`src/rtl/delay_timer_pkg.sv`:
```
// Shared types for the delay_timer scheduler: FSM states, timer mode encodings
// and the completion-edge helper.
package delay_timer_pkg;

    typedef enum logic [2:0] {
        ST_IDLE = 3'd0,
        ST_LOAD = 3'd1,
        ST_ARM  = 3'd2,
        ST_WAIT = 3'd3,
        ST_DONE = 3'd4
    } dts_state_e;

    // Timer mode as {mode_a, mode_b}
    typedef logic [1:0] dt_mode_t;

    localparam dt_mode_t DT_MODE_RISE_A = 2'b00;
    localparam dt_mode_t DT_MODE_FALL_A = 2'b01;
    localparam dt_mode_t DT_MODE_RISE_B = 2'b10;
    localparam dt_mode_t DT_MODE_FALL_B = 2'b11;

    // True when the timer output signals completion with a rising edge
    function automatic logic dt_done_on_rise(input dt_mode_t mode);
        logic rise;
        rise = 1'b0;
        case (mode)
            DT_MODE_RISE_A, DT_MODE_RISE_B: rise = 1'b1;
            DT_MODE_FALL_A, DT_MODE_FALL_B: rise = 1'b0;
            default:                        rise = 1'b0;
        endcase
        return rise;
    endfunction

endpackage

```
`src/rtl/delay_timer_sched_rr_arbiter.sv`:
```
// Combinational round-robin pick: lowest requesting index at or above ptr,
// wrapping past N-1 back to 0.
module rr_arbiter #(
    parameter int unsigned N = 4
) (
    input  logic [N-1:0]         req,
    input  logic [$clog2(N)-1:0] ptr,
    output logic [N-1:0]         gnt,
    output logic [$clog2(N)-1:0] gnt_idx
);

    localparam int unsigned IW = $clog2(N);

    function automatic logic [IW-1:0] wrap_add(input logic [IW-1:0] base, input int unsigned off);
        int unsigned sum;
        sum = 32'(base) + off;
        if (sum >= N) begin
            sum = sum - N;
        end
        return IW'(sum);
    endfunction

    logic          found;
    logic [IW-1:0] idx;

    always_comb begin
        gnt     = '0;
        gnt_idx = '0;
        found   = 1'b0;
        idx     = '0;
        for (int unsigned i = 0; i < N; i++) begin
            idx = wrap_add(ptr, i);
            if (!found && req[idx]) begin
                found      = 1'b1;
                gnt_idx    = idx;
                gnt[idx]   = 1'b1;
            end
        end
    end

endmodule

```
`src/rtl/delay_timer_sched.sv`:
```
// Round-robin scheduler sharing one delay_timer among N_REQ requesters.
// Optional WAIT watchdog is compiled in with `define DTS_TIMEOUT_EN.
module delay_timer_sched
    import delay_timer_pkg::*;
#(
    parameter int unsigned N_REQ       = 4,
    parameter int unsigned DW          = 8,
    parameter int unsigned TRIG_W      = 2,
    parameter int unsigned TIMEOUT_CYC = 4096
) (
    input  logic                     clk,
    input  logic                     reset,
    input  logic [N_REQ-1:0]         req,
    input  logic [N_REQ*DW-1:0]      req_delay,
    input  logic [N_REQ*2-1:0]       req_mode,
    output logic [N_REQ-1:0]         ack,
    output logic                     busy,
    output logic [$clog2(N_REQ)-1:0] grant_id,
    output logic [DW-1:0]            tmr_wb,
    output logic                     tmr_mode_a,
    output logic                     tmr_mode_b,
    output logic                     tmr_trigger,
    input  logic                     tmr_delay_out,
    output logic                     timeout
);

    localparam int unsigned IW  = $clog2(N_REQ);
    localparam int unsigned TCW = $clog2(TRIG_W + 1);

    if (N_REQ < 2 || N_REQ > 8 || DW < 1 || TRIG_W < 1 || TIMEOUT_CYC < 1) begin : g_bad_param
        $error("delay_timer_sched: unsupported parameter value");
    end

    dts_state_e     state_q;
    dts_state_e     state_d;
    logic [IW-1:0]  rr_ptr;
    logic [IW-1:0]  rr_ptr_d;

    logic [N_REQ-1:0] arb_gnt;
    logic [IW-1:0]    arb_idx;
    logic             req_any;
    logic [DW-1:0]    sel_delay;
    dt_mode_t         sel_mode;

    logic [TCW-1:0]   trig_cnt;
    logic [TCW-1:0]   trig_cnt_d;

    logic             sync1;
    logic             sync2;
    logic             pre_lvl;
    logic             rise_q;
    logic             fall_q;
    logic             edge_hit;
    logic             wd_expire;

    dt_mode_t         tmr_mode;
    logic [N_REQ-1:0] ack_d;
    logic             busy_d;
    logic             trig_d;
    logic [IW-1:0]    grant_d;
    logic [DW-1:0]    wb_d;
    dt_mode_t         mode_d;

    rr_arbiter #(
        .N (N_REQ)
    ) u_arb (
        .req     (req),
        .ptr     (rr_ptr),
        .gnt     (arb_gnt),
        .gnt_idx (arb_idx)
    );

    assign req_any  = |arb_gnt;
    assign tmr_mode = {tmr_mode_a, tmr_mode_b};
    assign edge_hit = dt_done_on_rise(tmr_mode) ? rise_q : fall_q;

    // One-hot mux of the winning requester's delay and mode slices
    always_comb begin
        sel_delay = '0;
        sel_mode  = '0;
        for (int unsigned i = 0; i < N_REQ; i++) begin
            if (arb_gnt[i]) begin
                sel_delay = req_delay[i*DW +: DW];
                sel_mode  = req_mode[i*2 +: 2];
            end
        end
    end

    // Next-state and next-output logic
    always_comb begin
        state_d    = state_q;
        rr_ptr_d   = rr_ptr;
        trig_cnt_d = '0;
        grant_d    = grant_id;
        wb_d       = tmr_wb;
        mode_d     = tmr_mode;
        ack_d      = '0;
        busy_d     = 1'b0;
        trig_d     = 1'b0;

        case (state_q)
            ST_IDLE: begin
                if (req_any) begin
                    state_d = ST_LOAD;
                    grant_d = arb_idx;
                    wb_d    = sel_delay;
                    mode_d  = sel_mode;
                end
            end
            ST_LOAD: begin
                state_d = (tmr_wb == '0) ? ST_DONE : ST_ARM;
            end
            ST_ARM: begin
                trig_cnt_d = trig_cnt + TCW'(1);
                if (trig_cnt == TCW'(TRIG_W - 1)) begin
                    state_d = ST_WAIT;
                end
            end
            ST_WAIT: begin
                if (edge_hit || wd_expire) begin
                    state_d = ST_DONE;
                end
            end
            ST_DONE: begin
                state_d  = ST_IDLE;
                rr_ptr_d = (grant_id == IW'(N_REQ - 1)) ? '0 : grant_id + IW'(1);
            end
            default: begin
                state_d = ST_IDLE;
            end
        endcase

        if (state_d == ST_DONE) begin
            ack_d = N_REQ'(1) << grant_id;
        end
        busy_d = (state_d != ST_IDLE);
        trig_d = (state_d == ST_ARM);
    end

    // State register
    always_ff @(posedge clk or negedge reset) begin
        if (!reset) begin
            state_q <= ST_IDLE;
        end else begin
            state_q <= state_d;
        end
    end

    // Registered outputs, capture registers and trigger counter
    always_ff @(posedge clk or negedge reset) begin
        if (!reset) begin
            rr_ptr      <= '0;
            trig_cnt    <= '0;
            grant_id    <= '0;
            tmr_wb      <= '0;
            tmr_mode_a  <= 1'b0;
            tmr_mode_b  <= 1'b0;
            tmr_trigger <= 1'b0;
            ack         <= '0;
            busy        <= 1'b0;
        end else begin
            rr_ptr      <= rr_ptr_d;
            trig_cnt    <= trig_cnt_d;
            grant_id    <= grant_d;
            tmr_wb      <= wb_d;
            tmr_mode_a  <= mode_d[1];
            tmr_mode_b  <= mode_d[0];
            tmr_trigger <= trig_d;
            ack         <= ack_d;
            busy        <= busy_d;
        end
    end

    // delay_out synchronizer; edges are only recorded while waiting so
    // anything that happened during ARM cannot complete the transaction
    always_ff @(posedge clk or negedge reset) begin
        if (!reset) begin
            sync1   <= 1'b0;
            sync2   <= 1'b0;
            pre_lvl <= 1'b0;
            rise_q  <= 1'b0;
            fall_q  <= 1'b0;
        end else begin
            sync1   <= tmr_delay_out;
            sync2   <= sync1;
            pre_lvl <= sync2;
            rise_q  <= (state_q == ST_WAIT) && sync2 && !pre_lvl;
            fall_q  <= (state_q == ST_WAIT) && !sync2 && pre_lvl;
        end
    end

`ifdef DTS_TIMEOUT_EN
    localparam int unsigned WDW = $clog2(TIMEOUT_CYC + 1);

    logic [WDW-1:0] wd_cnt;

    assign wd_expire = (state_q == ST_WAIT) && (wd_cnt == WDW'(TIMEOUT_CYC - 1));

    // Watchdog counts WAIT cycles and is held at zero elsewhere
    always_ff @(posedge clk or negedge reset) begin
        if (!reset) begin
            wd_cnt  <= '0;
            timeout <= 1'b0;
        end else begin
            wd_cnt  <= (state_q == ST_WAIT) ? wd_cnt + WDW'(1) : '0;
            timeout <= wd_expire;
        end
    end
`else
    assign wd_expire = 1'b0;
    assign timeout   = 1'b0;
`endif

endmodule

```
`config.mk`:
```
export PLATFORM = sky130hd
export DESIGN_NAME = delay_timer_sched
export DESIGN_NICKNAME = d
export VERILOG_FILES = /design/src/rtl/delay_timer_pkg.sv /design/src/rtl/delay_timer_sched_rr_arbiter.sv /design/src/rtl/delay_timer_sched.sv
export SDC_FILE = /design/constraint.sdc
export NUM_CORES = 1
export LEC_CHECK = 0
export CORE_ASPECT_RATIO = 1.25
export CORE_MARGIN = 1.5
export CORE_UTILIZATION = 25
export CTS_CLUSTER_DIAMETER = 50
export DETAILED_ROUTE_END_ITERATION = 6
export PLACE_DENSITY = 0.61
export SLEW_MARGIN = 10
export SYNTH_ARGS = -nofsm -noshare
export SYNTH_HDL_FRONTEND = slang
export SYNTH_HIERARCHICAL = 1
export SYNTH_SLANG_ARGS = --single-unit
export TNS_END_PERCENT = 10
```
`constraint.sdc`:
```
create_clock -name clk -period 3.09 [get_ports clk]
set_clock_uncertainty 0.1 [all_clocks]
set_input_delay 0.309 -clock clk [delete_from_list [all_inputs] [get_ports clk]]
set_output_delay 0.309 -clock clk [all_outputs]
set_load 0.01 [all_outputs]
```
==> results by group, run 1 <==
Die
  – Die X: 81.27 microns
  – Starting Density: 25.87%
  – Full die area: 8194 sq um
  – Die Y: 100.8 microns
  – Core Footprint: 7401 sq um
  – I/O pin count: 66
  – FP Rows: 35

Worst setup path
  – Delay of the slowest cell on the worst path: 600 ps
  – Crit Reg-Reg Endpoint: grant_id[0]
  – Worst setup EP type: flip-flop
  – CP cell instances: buf_4 > mux4_2 > nand2_1 > o21ai_0 > a221o_2 > or2_1 > o31ai_4 > mux2_2
  – Worst path arrival time: 2930 ps
  – RR Startpoint: rr_ptr[0]
  – Data required, critical path: 3150 ps
  – Crit path max fanout: 18
  – FF-to-FF path depth: 8
  – Setup CP Type: flip-flop to flip-flop
  – CP Launch Type: flip-flop
  – Slowest CP cell: mux4_2
  – Reg-to-reg slack, setup: 220 ps

Placed design
  – Placed insts: 357
  – Placed standard-cell area: 2726 sq um
  – Buffers on Ports: 64
  – Routability cong.: 0.7247
  – Post-DP HPWL: 3.875 mm

Clock network
  – Clk pin slew, worst setup/hold paths: 60 ps
  – Worst-Skew Late Latency: 280 ps
  – # hold bufs at CTS: 0
  – CTS tree: built
  – CTS max path bufs: 2
  – CTS Sinks: 30
  – Root Buffer: clkbuf_8
  – H-tree levels: 2
  – Cts bufs inserted: 5
  – Post-CTS Setup Bufs: 0

Synthesis
  – Asr flop ratio synth: 100.0%
  – Top_reg_cell synth: dfrtp_1
  – Post-synth EDFFs: 0
  – Commonest cells in the netlist: 32 x nand2_1, 30 x dfrtp_1, 11 x o21ai_0, 11 x o31ai_1
  – Post-synth top area share: 39.22%
  – Ys Warns: 6
  – Register area share after synthesis: 39.22%
  – Syn nets: 256
  – Syn avg cell area: 9.620 sq um
  – Cell count after synthesis: 199
  – Synth unique cells: 45
  – Synth area leaders: dfrtp_1 39%, ha_1 6.5%, nand2_1 6.3%
  – Number of synthesized register bits: 30
  – Most common cell in the netlist: nand2_1
  – Largest area contributor in the netlist: dfrtp_1
  – Synthesized cell area: 1914 sq um

Timing
  – FMAX: 348.7 MHz
  – RSZ-0062 raised after global routing: no
  – Setup TNS: 0 ps
  – Min cycle time layout: 2868 ps
  – Final Hold Viols: 0
  – Final slew viol count: 0
  – # setup viols final: 0
  – Fin crit share: 92.80%

Layout
  – Area grow syn2layout: 47.39%
  – NumNets Final: 329
  – ANT cells: 0
  – Post-layout util: 38.12%
  – Non-filler cells, final: 365
  – Share of cells above drive strength 1: 15.75%
  – Design Area, Final: 2821 sq um
  – Fill cell count: 732

Power and ir drop
  – PD cells: 930.1 nW/um^2
  – Design Power: 2.624 mW
  – Worst vdd rail ir drop: 0.3683 mV
  – Lkg Pwr: 1.162 nW

Worst hold path
  – Hold depth: 0
  – Hold Path Origin: sync1
  – Hold Path End: sync2
  – Tightest Hold Check Type: flip-flop to flip-flop

Detailed routing
  – Via count: 1781
  – Starting DRT DRC Count: 125
  – Drt drc: 0
  – Met1 wire length: 1.967 mm
  – Final Routed Wirelength: 4.962 mm
  – Met2 wire length: 2.670 mm
  – Routed wire per std cell: 13.59 microns
  – Drt pass-1 iters: 4
  – Top Metal Used: met4
  – Final antenna-violating net count: 0
  – Met3 wire len: 264 microns
  – Via/cell ratio: 4.879

GRT
  – Vias in the first global route: 1747
  – All-Layer GR Usage: 12.85%
  – Largest net degree at the start of global routing: 31
  – Gr ovfl total: 0
  – Initial antenna violation count: 0
  – Global-route wire length before repair: 8.224 mm

Flow run
  – Maxcap violations: 0

Status
  – Outcome: finished clean
[placed cells by master (no fill, tap or decap), types with 3 or more instances in the layout]
| cell type | count |
|---|---|
| a221o_2 | 4 |
| a221oi_1 | 8 |
| buf_4 | 16 |
| clkbuf_8 | 6 |
| clkdlybuf4s50_1 | 64 |
| dfrtp_1 | 30 |
| ha_1 | 9 |
| inv_1 | 7 |
| mux2_2 | 4 |
| mux4_2 | 3 |
| nand2_1 | 32 |
| nand2b_1 | 4 |
| nor2_1 | 10 |
| nor2b_1 | 4 |
| nor3_1 | 3 |
| nor3b_1 | 4 |
| o21ai_0 | 11 |
| o22ai_1 | 9 |
| o31ai_1 | 11 |
[area by class of cell]
cell class                 count  area (sq um)  area share [%]
tap                           92         115.1           4.080
sequential                    30         750.7           26.61
clock buffer                   7         86.33           3.060
multi-input combinational    147          1066           37.78
timing repair buffer          81         772.0           27.36
inverter                       7         26.28          0.9313
clock inverter                 1         5.005          0.1774
[registers in the layout, indices dropped and copies added, names as in the netlist, 2 cells and up]
name,cells
grant_id,2
rr_ptr,2
tmr_wb,8
state_q,3
ack,4
trig_cnt,2
[per-stage QoR]
| step | hold slack (ps) | worst slack [ps] |
|---|---|---|
| finish | 249.6 | 222.4 |
| global placement | 240.5 | 24.99 |
| detailed placement | 241.0 | -63.26 |
| CTS | 254.1 | 166.9 |
| floorplan | -86.59 | 5.045 |
| global route | 267.9 | 45.26 |
[power breakdown]
part	internal, mW	total [mW]	switching [mW]
clock network	0.179	0.318	0.139
logic	0.827	1.67	0.844
registers	0.524	0.635	0.111
total	1.53	2.62	1.09
[worst max path at each step]
stage | to | slack (ps) | depth (start not counted) | startpoint
finish | grant_id[0] | 220 | 8 | rr_ptr[0]
CTS | tmr_wb[6] | 170 | 9 | rr_ptr[0]
detailed placement | tmr_wb[6] | -60 | 9 | req[3]
floorplan | grant_id[0] | 5 | 11 | rr_ptr[0]
global placement | tmr_wb[6] | 20 | 9 | req[1]
global route | tmr_wb[5] | 50 | 10 | rr_ptr[0]
[critical path, delay by kind of cell (launching register included)]
kind                   cells  cell delay (ps)
muxes                      2              970
AOI/OAI and AO/OA          3              720
and+or+nand+nor            2              380
DFF                        1              360
buffers and inverters      1              230
[per-layer routing]
layer / GRT usage (%) / vias up
met5: 0 / -
met3: 2.534 / 5
li1: - / 876
met2: 22.89 / 46
met1: 15.22 / 854
met4: 3.979 / 0
[what timing repair did]
action                     CTS  global route
hold endpoints to repair     0             0
gates resized for setup      0             1
setup endpoints to repair    0             3
[logic make-up (layout without fill, tap and decap cells)]
| kind of cell | count (synthesis) | after routing | share of synthesized area (%) |
|---|---|---|---|
| adders and majority gates | 10 | 10 | 6.536 |
| and+or+nand+nor | 69 | 69 | 18.24 |
| muxes | 9 | 9 | 6.928 |
| other | 1 | 1 | 0.1959 |
| AOI/OAI and AO/OA | 58 | 58 | 23.14 |
| buffers and inverters | 22 | 96 | 5.751 |
| DFF | 30 | 30 | 39.22 |
Note: power is estimated with default switching activity, not from simulation.
==> run 2: changes to the inputs <==
--- a/config.mk
+++ b/config.mk
@@ -6,7 +6,6 @@
 export NUM_CORES = 1
 export LEC_CHECK = 0
 export CORE_ASPECT_RATIO = 1.25
-export CORE_MARGIN = 1.5
 export CORE_UTILIZATION = 25
 export CTS_CLUSTER_DIAMETER = 50
 export DETAILED_ROUTE_END_ITERATION = 6
==> constraint.sdc (replaced) <==
create_clock -name clk -period 3.09 [get_ports clk]
set_clock_uncertainty 0.1 [all_clocks]
set_input_delay 0.309 -clock clk [delete_from_list [all_inputs] [get_ports clk]]
set_output_delay 0.309 -clock clk [all_outputs]
set_load 0.05 [all_outputs]
==> run 2 against run 1 <==
Clock power is essentially flat. Count of clock-buffer cells in the layout is the same. Sequential power grew 1%. Routed wire length shrank 1.0%. Critical path depth is the same. Critical path type unchanged. Highest routed layer unchanged.
==> results by group, run 2 (synthesis gave the netlist of run 1 again) <==
GRT
  – Vias in the first global route: 1819 (+4.1%)
  – Largest net degree at the start of global routing: 31 (unchanged)
  – All-Layer GR Usage: 13.10% (+0.25 points)
  – Global-route wire length before repair: 8.169 mm (-0.67%)
  – Gr ovfl total: 0 (unchanged)
  – Initial antenna violation count: 0 (unchanged)

Layout
  – Area used by multi-input combinational logic: 1069 sq um (+0.23%)
  – Area grow syn2layout: 47.97%
  – Largest registers: tmr_wb x8, ack x4, state_q x3
  – NumNets Final: 330 (+0.30%)
  – Largest register FFs: 8 (unchanged)
  – Commonest non-fill, non-tap cell in the layout: clkdlybuf4s50_1
  – Most frequent cells in the layout: 64 x clkdlybuf4s50_1, 32 x nand2_1, 29 x dfrtp_1, 17 x buf_4
  – ANT cells: 0 (unchanged)
  – Reg with most FFs: tmr_wb
  – Fill cell count: 735 (+0.41%)
  – Register area: 752.0 sq um (+0.17%)
  – Share of cells above drive strength 1: 16.79% (+1.0 points)

Worst setup path
  – Worst path arrival time: 2960 ps (+30 ps)
  – Crit path max fanout: 12 (-6)
  – CP Launch Type: flip-flop
  – Setup CP Type: flip-flop to flip-flop
  – Worst setup EP type: flip-flop
  – Data required, critical path: 3160 ps (about the same)

Clock network
  – H-tree levels: 2 (unchanged)
  – Root Buffer: clkbuf_8
  – Clk pin slew, worst setup/hold paths: 60 ps (about the same)
  – CTS max path bufs: 2 (unchanged)
  – Cts bufs inserted: 5 (unchanged)
  – Worst-Skew Late Latency: 280 ps (about the same)
  – CTS tree: built
  – CTS Sinks: 30 (unchanged)
  – # hold bufs at CTS: 0 (unchanged)

Timing
  – Hold slack: 249.2 ps (-0.3520 ps)
  – Fin crit share: 93.56% (+0.76 points)
  – Least-Margin Pin Slew: 642.6 ps
  – Slew HR: 56.79%
  – Final slew viol count: 0 (unchanged)
  – # setup viols final: 0 (unchanged)
  – Min cycle time layout: 2891 ps (+23.42 ps)
  – RSZ-0062 raised after global routing: no
  – Final Hold Viols: 0 (unchanged)
  – FMAX: 345.9 MHz (-0.81%)

Die
  – Die X: 80.27 microns (-1.2%)
  – Die Y: 99.84 microns (-0.99%)
  – Core Footprint: 7401 sq um (unchanged)
  – FP Rows: 35 (unchanged)
  – Full die area: 8013 sq um (-2.2%)
  – Starting Density: 25.87% (unchanged)
  – I/O pin count: 66 (unchanged)

Detailed routing
  – Via/cell ratio: 4.817 (-1.3%)
  – Drt pass-1 iters: 5 (+1)
  – Via count: 1763 (-1.0%)
  – Final Routed Wirelength: 4.911 mm (-1.0%)
  – Routed wire per std cell: 13.42 microns (-1.3%)
  – Final antenna-violating net count: 0 (unchanged)
  – Starting DRT DRC Count: 82 (-34%)
  – Drt drc: 0 (unchanged)

Power and ir drop
  – PD cells: 1019 nW/um^2 (+9.5%)
  – Design Power: 2.886 mW (+10%)
  – Lkg Pwr: 1.166 nW (+0.29%)
  – Worst vdd rail ir drop: 0.4654 mV (+26%)

Worst hold path
  – Tightest Hold Check Type: flip-flop to flip-flop

Flow run
  – Maxcap violations: 0 (unchanged)

Placed design
  – Routability cong.: 0.7822 (+7.9%)
  – Post-DP HPWL: 3.805 mm (-1.8%)
  – Buffers on Ports: 64 (unchanged)

Status
  – Outcome: finished clean
[run 2: cell types whose count changed in the layout (fill, tap and decap cells not counted)]
cell	change
buf_4	+1
dfrtp_2	+1
nor2b_1	-1
nor2b_2	+1
dfrtp_1	-1
[run 2: final timing paths]
path / from / endpoint / slack (ps) / cells past startpoint
setup / recovery: rr_ptr[0] / grant_id[0] / 200 / 8
hold / removal: sync1 / sync2 / 250 / 0
setup reg to reg: rr_ptr[0] / grant_id[0] / 200 / 8
hold reg to reg: sync1 / sync2 / 250 / 0
max in group asynchronous: reset / rr_ptr[0] / 2280 / 2
min in group asynchronous: reset / tmr_trigger / 320 / 2
[run 2: power breakdown]
group | total [mW] | internal [mW] | switching, mW
Combinational | 1.92 | 0.834 | 1.09
Sequential | 0.643 | 0.525 | 0.118
Clock | 0.319 | 0.179 | 0.140
Total | 2.89 | 1.54 | 1.35
[run 2: per-stage QoR]
| step | utilization, % | setup TNS [ps] | cell area (sq um) | worst slack (ps) | cells |
|---|---|---|---|---|---|
| after floorplan | - | 0 | 1927 | 4.990 | 199 |
| after global placement | 36.84 | -768.1 | 2726 | -102.1 | 357 |
| after detailed placement | 36.84 | -1760 | 2726 | -248.1 | 357 |
| after CTS | 38.07 | 0 | 2818 | 12.72 | 365 |
| after global routing | 38.28 | 0 | 2833 | 4.176 | 366 |
| final | 38.28 | 0 | 2833 | 199.0 | 366 |
[run 2: critical path: stages (launching register included)]
cell	delay, ps
dfrtp_2	410
buf_4	210
mux4_2	610
nand2_1	100
o21ai_0	80
a221o_2	310
or2_1	270
o31ai_4	320
mux2_2	370
[run 2: area by class of cell]
type,count,share of cell area [%]
clock inverter,1,0.1767
inverter,7,0.9276
multi-input combinational,147,37.72
timing repair buffer,82,27.52
tap,92,4.064
clock buffer,7,3.048
sequential,30,26.55
[run 2: what timing repair did]
| item | in CTS | in global routing |
|---|---|---|
| setup buffers | 0 | 1 |
| endpoints found under the setup margin | 0 | 13 |
| resized for setup | 0 | 3 |
[run 2: routing by layer]
layer / up-vias / wire [microns] / GRT usage, %
met5: - / 0 / 0
met4: 0 / 93 / 4.808
met3: 7 / 200 / 2.273
met2: 46 / 2586 / 24.33
met1: 830 / 2030 / 14.72
li1: 880 / - / -
